`src/rtl/rtr_flow_ctrl_credit_tracker.sv`:
```
// ----------------------------------------------------------------------------
// rtr_flow_ctrl_credit_tracker
//   Receive side of the router credit flow-control link at one output port.
//   Registers the credit-return bus, decodes the credit VC and keeps one
//   saturating credit counter per output VC (debit on flit departure, credit
//   on returned credit).
//
// Optional feature macro:
//   RTR_CRED_TRACKER_ERROR_CHECK_EN - compiles in sticky per-VC overflow /
//   underflow error registers; when undefined error_ovc is tied to 0.
//
// Ports:
//   clk            in   clock, rising edge
//   reset          in   asynchronous reset, active low
//   active         in   clock-gating activity hint for the input stage
//   flow_ctrl_in   in   [0] credit valid, [vc_idx_width:1] credit VC index
//   flit_valid_in  in   a flit departs this cycle
//   flit_sel_ovc   in   one-hot VC of the departing flit
//   cred_avail_ovc out  per-VC counter > 0
//   cred_full_ovc  out  per-VC counter == buffer_size
//   error_ovc      out  sticky per-VC overflow/underflow flag
// ----------------------------------------------------------------------------
module rtr_flow_ctrl_credit_tracker #(
    parameter int unsigned num_vcs         = 4,
    parameter int unsigned buffer_size     = 8,
    parameter int unsigned flow_ctrl_type  = 0,
    parameter int unsigned reset_type      = 0,
    localparam int unsigned vc_idx_width   = (num_vcs > 1) ? $clog2(num_vcs) : 0,
    localparam int unsigned flow_ctrl_width = 1 + vc_idx_width
) (
    input  logic                       clk,
    input  logic                       reset,
    input  logic                       active,
    input  logic [flow_ctrl_width-1:0] flow_ctrl_in,
    input  logic                       flit_valid_in,
    input  logic [num_vcs-1:0]         flit_sel_ovc,
    output logic [num_vcs-1:0]         cred_avail_ovc,
    output logic [num_vcs-1:0]         cred_full_ovc,
    output logic [num_vcs-1:0]         error_ovc
);

    localparam int unsigned    CntW   = $clog2(buffer_size + 1);
    localparam logic [CntW-1:0] CntMax = CntW'(buffer_size);

    // Only credit flow control with asynchronous reset is implemented.
    if ((flow_ctrl_type != 0) || (reset_type != 0)) begin : g_bad_cfg
        $error("rtr_flow_ctrl_credit_tracker: unsupported flow_ctrl_type/reset_type");
    end

    // Credit valid register; stays enabled while set so it always self-clears.
    logic valid_q;

    always_ff @(posedge clk or negedge reset) begin
        if (!reset) begin
            valid_q <= 1'b0;
        end else if (active | valid_q) begin
            valid_q <= flow_ctrl_in[0];
        end
    end

    // Registered VC index (no reset) decoded to a one-hot credit select.
    logic [num_vcs-1:0] cred_sel_ovc;

    if (num_vcs > 1) begin : g_vc_idx
        logic [vc_idx_width-1:0] vc_idx_q;

        always_ff @(posedge clk) begin
            if (active) begin
                vc_idx_q <= flow_ctrl_in[vc_idx_width:1];
            end
        end

        always_comb begin
            cred_sel_ovc = '0;
            for (int unsigned v = 0; v < num_vcs; v++) begin
                cred_sel_ovc[v] = valid_q && (vc_idx_q == vc_idx_width'(v));
            end
        end
    end else begin : g_single_vc
        assign cred_sel_ovc = valid_q;
    end

    logic [num_vcs-1:0] inc_ovc;
    logic [num_vcs-1:0] dec_ovc;

    assign inc_ovc = cred_sel_ovc;
    assign dec_ovc = {num_vcs{flit_valid_in}} & flit_sel_ovc;

    // Per-VC saturating credit counters; simultaneous inc and dec cancel.
    logic [num_vcs-1:0][CntW-1:0] cnt_q;
    logic [num_vcs-1:0][CntW-1:0] cnt_d;

    always_comb begin
        cnt_d = cnt_q;
        for (int unsigned v = 0; v < num_vcs; v++) begin
            if (inc_ovc[v] && !dec_ovc[v]) begin
                if (cnt_q[v] != CntMax) begin
                    cnt_d[v] = cnt_q[v] + CntW'(1);
                end
            end else if (dec_ovc[v] && !inc_ovc[v]) begin
                if (cnt_q[v] != '0) begin
                    cnt_d[v] = cnt_q[v] - CntW'(1);
                end
            end
        end
    end

    always_ff @(posedge clk or negedge reset) begin
        if (!reset) begin
            cnt_q <= {num_vcs{CntMax}};
        end else begin
            cnt_q <= cnt_d;
        end
    end

    // Status decodes straight off the counter registers.
    always_comb begin
        cred_avail_ovc = '0;
        cred_full_ovc  = '0;
        for (int unsigned v = 0; v < num_vcs; v++) begin
            cred_avail_ovc[v] = (cnt_q[v] != '0);
            cred_full_ovc[v]  = (cnt_q[v] == CntMax);
        end
    end

`ifdef RTR_CRED_TRACKER_ERROR_CHECK_EN
    // Sticky error: credit into a full counter or debit from an empty one.
    logic [num_vcs-1:0] error_q;
    logic [num_vcs-1:0] err_det;

    assign err_det = (inc_ovc & ~dec_ovc & cred_full_ovc)
                   | (dec_ovc & ~inc_ovc & ~cred_avail_ovc);

    always_ff @(posedge clk or negedge reset) begin
        if (!reset) begin
            error_q <= '0;
        end else begin
            error_q <= error_q | err_det;
        end
    end

    assign error_ovc = error_q;
`else
    assign error_ovc = '0;
`endif

endmodule

```
`config.mk`:
```
export PLATFORM = sky130hd
export DESIGN_NAME = rtr_flow_ctrl_credit_tracker
export DESIGN_NICKNAME = d
export VERILOG_FILES = /design/src/rtl/rtr_flow_ctrl_credit_tracker.sv
export SDC_FILE = /design/constraint.sdc
export NUM_CORES = 1
export LEC_CHECK = 0
export CELL_PAD_IN_SITES_DETAIL_PLACEMENT = 0
export CELL_PAD_IN_SITES_GLOBAL_PLACEMENT = 1
export CORE_ASPECT_RATIO = 1.5
export CORE_MARGIN = 2
export CORE_UTILIZATION = 48
export DETAILED_ROUTE_END_ITERATION = 10
export DONT_BUFFER_PORTS = 1
export PLACE_DENSITY = 0.84
export SETUP_SLACK_MARGIN = 0.4
export SLEW_MARGIN = 40
export SYNTH_ARGS = -nofsm -noshare
export SYNTH_HDL_FRONTEND = slang
export SYNTH_SLANG_ARGS = --single-unit
```
`constraint.sdc`:
```
create_clock -name clk -period 3.3 [get_ports clk]
set_clock_uncertainty 0.15 [all_clocks]
set_input_delay 0.99 -clock clk [delete_from_list [all_inputs] [get_ports clk]]
set_output_delay 0.99 -clock clk [all_outputs]
set_load 0.02 [all_outputs]
```
# --- Word level (Yosys, flattened, before mapping) ---
# Index checks and enable logic that the tools add are counted.
word_totals:
  latchBits: 0
  register_bits: 19
  output_inout_bits: 12
  memories: 0
  ramBits: 0
  rom_bits: 0
op_classes:
  bitwise_logic: 2
  shift: 0
  eq_ne: 15
  n_reduce_logical: 37
  multipliers: 0
  n_addsub: 8
  n_div: 0
  order_cmp: 0
  muxes: 16
op_table:
  columns: ["op", "n"]
  rows:
  - ["$mux W4", 16]
  - ["$add A4 B1 Y4 const B", 4]
  - ["$eq A4 B4 Y1 const B", 4]
  - ["$ne A4 B4 Y1 const B", 4]
  - ["$reduce_bool A2 Y1", 8]
  - ["$reduce_bool A4 Y1", 4]
  - ["$sub A4 B1 Y4 const B", 4]
  - ["$logic_and A1 B1 Y1", 12]
  - ["$reduce_and A3 Y1", 4]
  - ["$logic_not A1 Y1", 8]
  - ["$ne A2 B1 Y1 const B", 4]
  - ["$and A4 B4 Y4", 1]
  - ["$eq A2 B2 Y1 const B", 2]
  - ["$eq A2 B1 Y1 const B", 1]
  - ["$logic_not A2 Y1", 1]
  - ["$or A1 B1 Y1", 1]

# --- Logic depth before layout (Yosys ltp) ---
# Gate-level depths: netlist of the first run.
logic_depth:
  ltp_word: 6
  ltp_mapped: 8
  depth_no_buf: 8

# --- Least setup slack after synthesis of the first run ---
# Ideal clock, no wire load.
synth_timing:
  path_type: "in2reg"
  start: "input flit_valid_in"
  end: "register cnt_q[15] in the netlist's numbering"
  setup_ps: 94
  setup_slack_ps: 594
  t_arrival_ps: 2463
  stages: 7
  path_buffers: 1
  cell_sequence: "buf_2 -> a21oi_1 -> inv_1 -> ha_1 -> a21o_1 -> a21oi_1 -> mux4_2"
synth_between:
  elab_chain_cells: 5
  word_cells_on_any_way: 9
  classes_between: "eq/ne: 1; mux: 1; bitwise: 1; reduce/logical: 6"
synth_rtl:
  columns: ["item", "line", "source"]
  rows:
  - ["start: declaration", "35", "input logic flit_valid_in,"]
  - ["$and A4 B4 Y4 (*)", "87", "assign dec_ovc = {num_vcs{flit_valid_in}} & flit_sel_ovc;"]
  - ["$logic_not A1 Y1", "96", "if (inc_ovc[v] && !dec_ovc[v]) begin"]
  - ["$logic_and A1 B1 Y1", "96", null]
  - ["$ne A2 B1 Y1 (no source line) or $reduce_bool A2 Y1 (tied branches)", null, null]
  - ["$reduce_and A3 Y1 (no source line)", null, null]
  - ["end signal: assignment", "110", "cnt_q <= {num_vcs{CntMax}};"]
  - ["end signal: assignment", "112", "cnt_q <= cnt_d;"]
  - ["end: declaration", "90", "logic [num_vcs-1:0][CntW-1:0] cnt_q;"]
# Every way passes the cells marked *; elsewhere a longest branch is shown, timed or not.
# A chain may end at the register's enable or synchronous reset.

# --- Worst setup path after layout of the first run ---
layout_timing:
  start: "register cnt_q[12] in the netlist's numbering"
  end: "output cred_full_ovc[3]"
layout_between:
  elab_chain_cells: 1
layout_rtl:
  columns: ["item", "line", "source"]
  rows:
  - ["$eq A4 B4 Y1", "122", "cred_full_ovc[v] = (cnt_q[v] == CntMax);"]
  - ["end: declaration", "38", "output logic [num_vcs-1:0] cred_full_ovc,"]
# Every way passes these cells.

==> results.yml, run 1 <==
sta:
  min_period_over_period: 0.817
  finalHoldViolations: 0
  rsz0062_at_grt: "false"
  max_freq_ghz: 0.371
  setup_viol_count_final: 0
  slew_viol_final: 0
  relSlewSlack: 0.621
  whs_ns: 0.272
  min_period_ns: 2.70
  setup-tns-final_ns: 0
  tightest_slew_ns: 0.564
logic_synthesis:
  ys_seq_area_frac: 0.314
  synth_edf_count: 2
  ys_ff_latch: 19
  avgSynthCellArea_um2: 9.48
  synthArstFlopShare: 0.895
  synthFlopType: "dfrtp_1"
  yosysUniqueCellTypes: 34
  synthCells: 165
  netlist_area_mm2: 0.00156
  synth_warnings: 0
clock_network:
  cts-root-buf: "clkbuf_8"
  clk_pin_slew_ns: 0.08
  cts_max_level: 1
  cts.sink_count: 19
  cts_hold_buf: 0
  clk_latency_ns: 0.25
  clock_path_buffers: 2
  cts_made_buffers: 3
  cts_tree: "built"
  ctsResizeCount: 0
  cts_setup_buffers: 0
die:
  fp.dieH_um: 73.9
  initial_core_util: 0.500
  die_area_mm2: 0.00374
  io_pins: 23
  core_mm2: 0.00313
  die_x_um: 50.6
  rows: 25
power_and_ir_drop:
  internal_power_mw: 0.759
  p_leak_nw: 0.611
  netSwitchingPower_mw: 0.545
  p_total_mw: 1.30
  power.share.sequential: 0.398
  p_per_area_mw_per_mm2: 792
  p_clk_frac: 0.124
  combPwrFrac: 0.478
  irDropWorstVdd_mv: 0.344
  p_sw_frac: 0.418
detailed_routing:
  vias: 1279
  viasPerCell: 6.18
  wl_mm: 3.25
  dr.pass1.iters: 4
  drt_iter0_drc: 28
  drc: 0
  ant_nets: 0
  routedWlPerCell_um: 15.7
critical_path:
  required_ns: 2.16
  cp.arrival_ns: 1.56
  worstReg2RegStart: "g_vc_idx.vc_idx_q[0]$_DFFE_PP_"
  crit_type: "flip-flop to output pin"
  critPathLaunch: "cnt_q[12]$_DFFE_PN0P_"
  critPathCaptureType: "output pin"
  worstPathMaxFanout: 6
  cp-start-kind: "flip-flop"
grt:
  grt_pass1_vias: 1322
  grt_max_degree: 18
  grt_usage: 0.194
  gr-total-overflow: 0
  grt_pass1_wl_mm: 5.61
  antenna_found_initial: 0
min_path:
  min_path_type: "input pin to asynchronous set/reset pin"
layout:
  final_cell_mix: "a21oi_1, nand3_1, dfrtp_1"
  area_delta_synth_final_pct: 5.28
  nets: 191
  drive_gt1_frac: 0.126
  diodes: 0
  final_common_cell: "a21oi_1"
place:
  port_buffers: 0
  dp_hpwl_mm: 2.54
  place_congestion: 0.802
status:
  status: "finished, final reports clean"
run:
  max_cap_viol_count: 0
## power by group through the flow
stage          logic [mW]  registers [mW]  clock network (mW)
2_1_floorplan       0.519           0.477                   0
3_3_place_gp        0.591           0.513                   0
3_5_place_dp        0.629           0.518                   0
4_1_cts             0.629           0.518               0.170
5_1_grt             0.703           0.544               0.177
6_report            0.623           0.519               0.162
## cells by family after synthesis
family	synth area share
and+or+nand+nor	0.203
AOI/OAI and AO/OA	0.175
DFF	0.314
adders and majority gates	0.115
xor gates and xnor gates	0.0672
buffers and inverters	0.0400
muxes	0.0832
other	0.00240
## worst max-delay path: stages, from the launching register on
cell	delay, ns
dfrtp_1	0.45
nor3_1	0.52
and2_1	0.33
## area by class of cell
type	instances	area, µm²
fillers	308	1480
multi-input cells	137	1020
flip-flops and latches	19	490
well taps	40	50.0
clock buffers	3	41.3
repair buffers	3	22.5
inverters	4	15.0
clock inverters	1	5.00
## metal layers
metal  vias to the layer above  GRT usage  wire, µm
met5                         -          0         0
met4                         0     0.0751        61
met3                         6     0.0447       131
met2                        26      0.367      1810
met1                       640      0.205      1240
li1                        607          -         -
## synth_stat cells, drive strengths merged, types with 5 or more instances
library cell,instances,share of area
and2,5,0.022
nand2,7,0.017
nor3,8,0.026
nand2b,7,0.028
nand3,14,0.045
dfrtp,13,0.21
nor2,8,0.019
a21oi,22,0.070
xnor2,12,0.067
ha,8,0.064
buf,6,0.026
a211oi,8,0.038
## registers in the layout (all words and copies together) (netlist names)
name,cells
cnt_q,16
g_vc_idx.vc_idx_q,2
valid_q,1
## final timing paths
kind | slack [ns] | cells past startpoint | end
setup / recovery | 0.60 | 2 | cred_full_ovc[3]
hold / removal | 0.27 | 0 | cnt_q[12]$_DFFE_PN0P_
setup reg to reg | 0.76 | 8 | cnt_q[2]$_DFFE_PN0P_
hold reg to reg | 0.43 | 1 | cnt_q[8]$_DFFE_PN0P_
max in group asynchronous | 2.55 | 0 | cnt_q[11]$_DFFE_PN1P_
min in group clk | 0.43 | 1 | cnt_q[8]$_DFFE_PN0P_
## per-stage QoR
stage                     area, µm²  utilization  worst slack (ns)  instances
after detailed placement       1600        0.512             0.455        203
after CTS                      1650        0.526             0.602        207
after global placement         1600        0.512             0.536        203
final                          1650        0.526             0.602        207
after floorplan                1580            -             0.594        168
after global routing           1650        0.526             0.505        207
(Power assumes the default switching activity.)
==> run 2, diff against run 1 <==
==> constraint.sdc (replaced) <==
create_clock -name clk -period 2.67 [get_ports clk]
set_clock_uncertainty 0.15 [all_clocks]
set_input_delay 0.801 -clock clk [delete_from_list [all_inputs] [get_ports clk]]
set_output_delay 0.801 -clock clk [all_outputs]
set_load 0.02 [all_outputs]
==> results.yml, run 2 (synthesized netlist as in run 1, its figures left out) <==
detailed_routing:
  wl_met2_mm: 1.88
  wl_met3_um: 116
  top_layer_used: "met4"
  viasPerCell: 5.87
  wl_mm: 3.48
  wl_met1_mm: 1.39
  dr.pass1.iters: 4
  drt_iter0_drc: 28
  ant_nets: 0
  routedWlPerCell_um: 15.8
  vias: 1292
  drc: 0
sta:
  min_period_over_period: 0.835
  fin_ws_ns: 0.441
  max_freq_ghz: 0.449
  setup_viol_count_final: 0
  setup-tns-final_ns: 0
  min_period_ns: 2.23
  slew_viol_final: 0
  finalHoldViolations: 0
  whs_ns: 0.0853
  rsz0062_at_grt: "true"
critical_path:
  required_ns: 1.72
  critPathCaptureType: "output pin"
  cp_top_family: "flip-flops"
  cp.arrival_ns: 1.28
  crit_slowest_cell: "dfrtp_1"
  crit_type: "flip-flop to output pin"
  crit_buf_inv: 1
  crit_chain: "nor3_4 > buf_4 > and2_2"
  max_stage_delay_ns: 0.45
  worstPathMaxFanout: 7
  cp-start-kind: "flip-flop"
clock_network:
  cts_made_buffers: 3
  cts.sink_count: 19
  clk_pin_slew_ns: 0.07
  cts-root-buf: "clkbuf_8"
  clock_path_buffers: 2
  cts_max_level: 1
  clk_latency_ns: 0.25
  cts_tree: "built"
grt:
  grt_max_degree: 18
  grt_pass1_vias: 1262
  grt_pass1_wl_mm: 5.69
  grt_usage: 0.199
  gr-total-overflow: 0
  antenna_found_initial: 0
die:
  io_pins: 23
  rows: 25
  fp.dieH_um: 73.9
  initial_core_util: 0.500
  core_mm2: 0.00313
  die_area_mm2: 0.00374
  die_x_um: 50.6
status:
  status: "finished, final reports clean"
layout:
  drive_gt1_frac: 0.394
  nets: 204
  top_regs: "cnt_q x16, g_vc_idx.vc_idx_q x2, valid_q x1"
  diodes: 0
  top_register: "cnt_q"
  final_cell_mix: "a21oi_1, buf_4, nand3_1"
  largest_reg_flops: 16
  area_delta_synth_final_pct: 22.3
run:
  max_cap_viol_count: 0
power_and_ir_drop:
  irDropWorstVdd_mv: 0.562
  p_per_area_mw_per_mm2: 971
  p_leak_nw: 0.713
place:
  post-place-ws_ns: 0.282
  port_buffers: 0
  place_congestion: 0.810
  dp_hpwl_mm: 2.58
min_path:
  min_path_type: "input pin to asynchronous set/reset pin"
run 2: worst paths after layout:
check	from	to	slack (ns)	cells after the start
max	cnt_q[1]$_DFFE_PN0P_	cred_full_ovc[0]	0.44	3
min	reset	cnt_q[8]$_DFFE_PN0P_	0.09	0
max reg2reg	g_vc_idx.vc_idx_q[1]$_DFFE_PP_	cnt_q[2]$_DFFE_PN0P_	0.46	9
min reg2reg	cnt_q[4]$_DFFE_PN0P_	cnt_q[4]$_DFFE_PN0P_	0.39	1
max in group asynchronous	reset	cnt_q[15]$_DFFE_PN1P_	2.11	0
min in group clk	cnt_q[4]$_DFFE_PN0P_	cnt_q[4]$_DFFE_PN0P_	0.39	1
run 2: where the power goes:
part / internal, mW / switching (mW)
combinational: 0.538 / 0.448
clock: 0.106 / 0.0930
sequential: 0.447 / 0.225
total: 1.09 / 0.766
run 2: layout make-up:
class	count	area (µm²)
clock buffer	4	45.0
fill	289	1210
inverter	4	17.5
multi-input combinational	137	1180
sequential	19	497
tap	40	50.0
timing repair buffer	16	124
run 2: layer usage:
metal / up-vias / track usage
met4: 0 / 0.0721
li1: 632 / -
met5: - / 0
met1: 621 / 0.239
met3: 9 / 0.0325
met2: 30 / 0.355
run 2: metrics by stage:
step / total power, mW / std cells / cell area, µm² / util
floorplan: 1.30 / 168 / 1650 / -
global placement: 1.45 / 204 / 1670 / 0.534
detailed placement: 1.50 / 204 / 1670 / 0.534
global route: 2.00 / 220 / 1910 / 0.612
CTS: 1.72 / 211 / 1750 / 0.560
finish: 1.86 / 220 / 1910 / 0.612
run 2: repair_timing:
action / in CTS / in global routing
setup buffers: 3 / 9
setup endpoints to repair: 9 / 14
hold buffers: 0 / 0
pin swaps: 1 / 16
resized for setup: 7 / 25
==> run 3, diff against run 2 <==
==> constraint.sdc (replaced) <==
create_clock -name clk -period 2.32 [get_ports clk]
set_clock_uncertainty 0.15 [all_clocks]
set_input_delay 0.696 -clock clk [delete_from_list [all_inputs] [get_ports clk]]
set_output_delay 0.696 -clock clk [all_outputs]
set_load 0.02 [all_outputs]
==> results.yml, run 3 (synthesized netlist as in run 1, its figures left out) <==
layout:
  largest_reg_flops: 16
  final_common_cell: "buf_4"
  regArea_um2: 504
  top_regs: "cnt_q x16, g_vc_idx.vc_idx_q x2, valid_q x1"
  n_fill_cell: 208
  final_cell_mix: "buf_4, nand3_1, a21oi_1, dfrtp_2"
  diodes: 0
  area_delta_synth_final_pct: 48.9
  drive_gt1_frac: 0.621
  multi_input_area_mm2: 0.00138
  nets: 230
  top_register: "cnt_q"
sta:
  tightest_slew_ns: 0.718
  rsz0062_at_grt: "true"
  slew_viol_final: 0
  relSlewSlack: 0.520
  finalHoldViolations: 0
  max_freq_ghz: 0.443
  min_period_ns: 2.26
  setup_viol_count_final: 0
  fin_ws_ns: 0.0604
  min_period_over_period: 0.974
grt:
  grt_max_degree: 15
  gr-total-overflow: 0
  grt_pass1_wl_mm: 6.66
  grt_pass1_vias: 1561
  grt_usage: 0.231
  antenna_found_initial: 0
critical_path:
  crit_chain: "buf_6 > nor3b_4 > and2_4 > inv_4 > fa_2 > xnor2_2 > nand2_1 > o22ai_2 > a211oi_2"
  max_stage_delay_ns: 0.49
  worstSetupEndpoint: "cnt_q[2]$_DFFE_PN0P_"
  critPathLaunch: "g_vc_idx.vc_idx_q[0]$_DFFE_PP_"
  required_ns: 2.31
  crit_cells: 9
  worstPathMaxFanout: 6
  reg2regPathDepth: 9
  worstReg2RegStart: "g_vc_idx.vc_idx_q[0]$_DFFE_PP_"
  crit_slowest_cell: "edfxtp_1"
  critPathCaptureType: "flip-flop"
  cp.arrival_ns: 2.25
  crit_type: "flip-flop to flip-flop"
  crit_buf_inv: 2
  regToRegSetupSlack_ns: 0.06
  cp_top_family: "simple AND/OR/NAND/NOR gates"
  cp-start-kind: "flip-flop"
  reg2reg_to: "cnt_q[2]$_DFFE_PN0P_"
clock_network:
  cts.sink_count: 19
  clk_pin_slew_ns: 0.08
  cts_max_level: 1
  cts_made_buffers: 3
  clock_path_buffers: 2
  clk_latency_ns: 0.25
  cts-root-buf: "clkbuf_8"
  cts_tree: "built"
die:
  die_x_um: 50.6
  fp.dieH_um: 73.9
  die_area_mm2: 0.00374
  io_pins: 23
  initial_core_util: 0.500
  core_mm2: 0.00313
  rows: 25
place:
  dp_hpwl_mm: 2.58
  place_congestion: 0.835
  post-place-ws_ns: 0.0759
  port_buffers: 0
detailed_routing:
  vias: 1475
  routedWlPerCell_um: 17.1
  viasPerCell: 6.00
  drt_iter0_drc: 43
  dr.pass1.iters: 4
  ant_nets: 0
  wl_mm: 4.21
  drc: 0
power_and_ir_drop:
  p_per_area_mw_per_mm2: 1130
  irDropWorstVdd_mv: 0.612
  p_leak_nw: 0.884
  p_total_mw: 2.64
status:
  status: "finished, final reports clean"
run:
  max_cap_viol_count: 0
min_path:
  min_path_type: "input pin to asynchronous set/reset pin"
-- run 3: cell count changes in the layout (fill, tap and decap cells not counted), moves of 5 or more --
| cell | change |
|---|---|
| a211oi_2 | +5 |
| buf_4 | +22 |
| dfrtp_2 | +6 |
| ha_1 | -5 |
| dfrtp_1 | -6 |
| a211oi_1 | -5 |
-- run 3: where the power goes --
group	switching, mW	total (mW)	leakage, nW	internal, mW
sequential	0.236	0.761	0.201	0.525
combinational	0.735	1.65	0.657	0.912
clock	0.114	0.233	0.0255	0.119
-- run 3: layout make-up --
class                   count  share of cell area
clock inverters             1             0.00215
flip-flops and latches     19               0.217
multi-input cells         137               0.591
inverters                   4             0.00860
well taps                  40              0.0215
repair buffers             42               0.143
clock buffers               3              0.0177
-- run 3: timing repair --
action / 4_1_cts / 5_1_grt
gates resized for setup: 30 / 33
hold endpoints to repair: 13 / 0
cloned: 0 / 0
hold buffers: 1 / 0
buffers inserted: 18 / 17
pin swaps: 6 / 19
endpoints found under the setup margin: 18 / 21
-- run 3: worst min path at each step --
| stage | end | slack (ns) | start | cells after the start |
|---|---|---|---|---|
| finish | cnt_q[7]$_DFFE_PN1P_ | 0.12 | reset | 0 |
| global route | cnt_q[7]$_DFFE_PN1P_ | 0.11 | reset | 0 |
| CTS | cnt_q[3]$_DFFE_PN1P_ | 0.12 | reset | 0 |
| detailed placement | cnt_q[8]$_DFFE_PN0P_ | 0.25 | reset | 0 |
| global placement | cnt_q[8]$_DFFE_PN0P_ | 0.25 | reset | 0 |
| floorplan | cnt_q[0]$_DFFE_PN0P_ | 0.25 | reset | 0 |
-- run 3: metrics by stage --
step	utilization	area (µm²)	setup TNS, ns	hold slack (ns)	cells
after floorplan	-	1750	0	0.250	168
after CTS	0.658	2060	0	0.121	229
after detailed placement	0.571	1790	0	0.251	206
after global placement	0.571	1790	0	0.251	206
after global routing	0.744	2330	-0.0581	0.111	246
final	0.744	2330	0	0.124	246
-- run 3: routing by layer --
metal / vias up / GRT usage / wire length [µm]
met3: 16 / 0.0528 / 164
met2: 41 / 0.433 / 2320
met4: 0 / 0.120 / 145
met1: 732 / 0.236 / 1580
li1: 686 / - / -
met5: - / 0 / 0
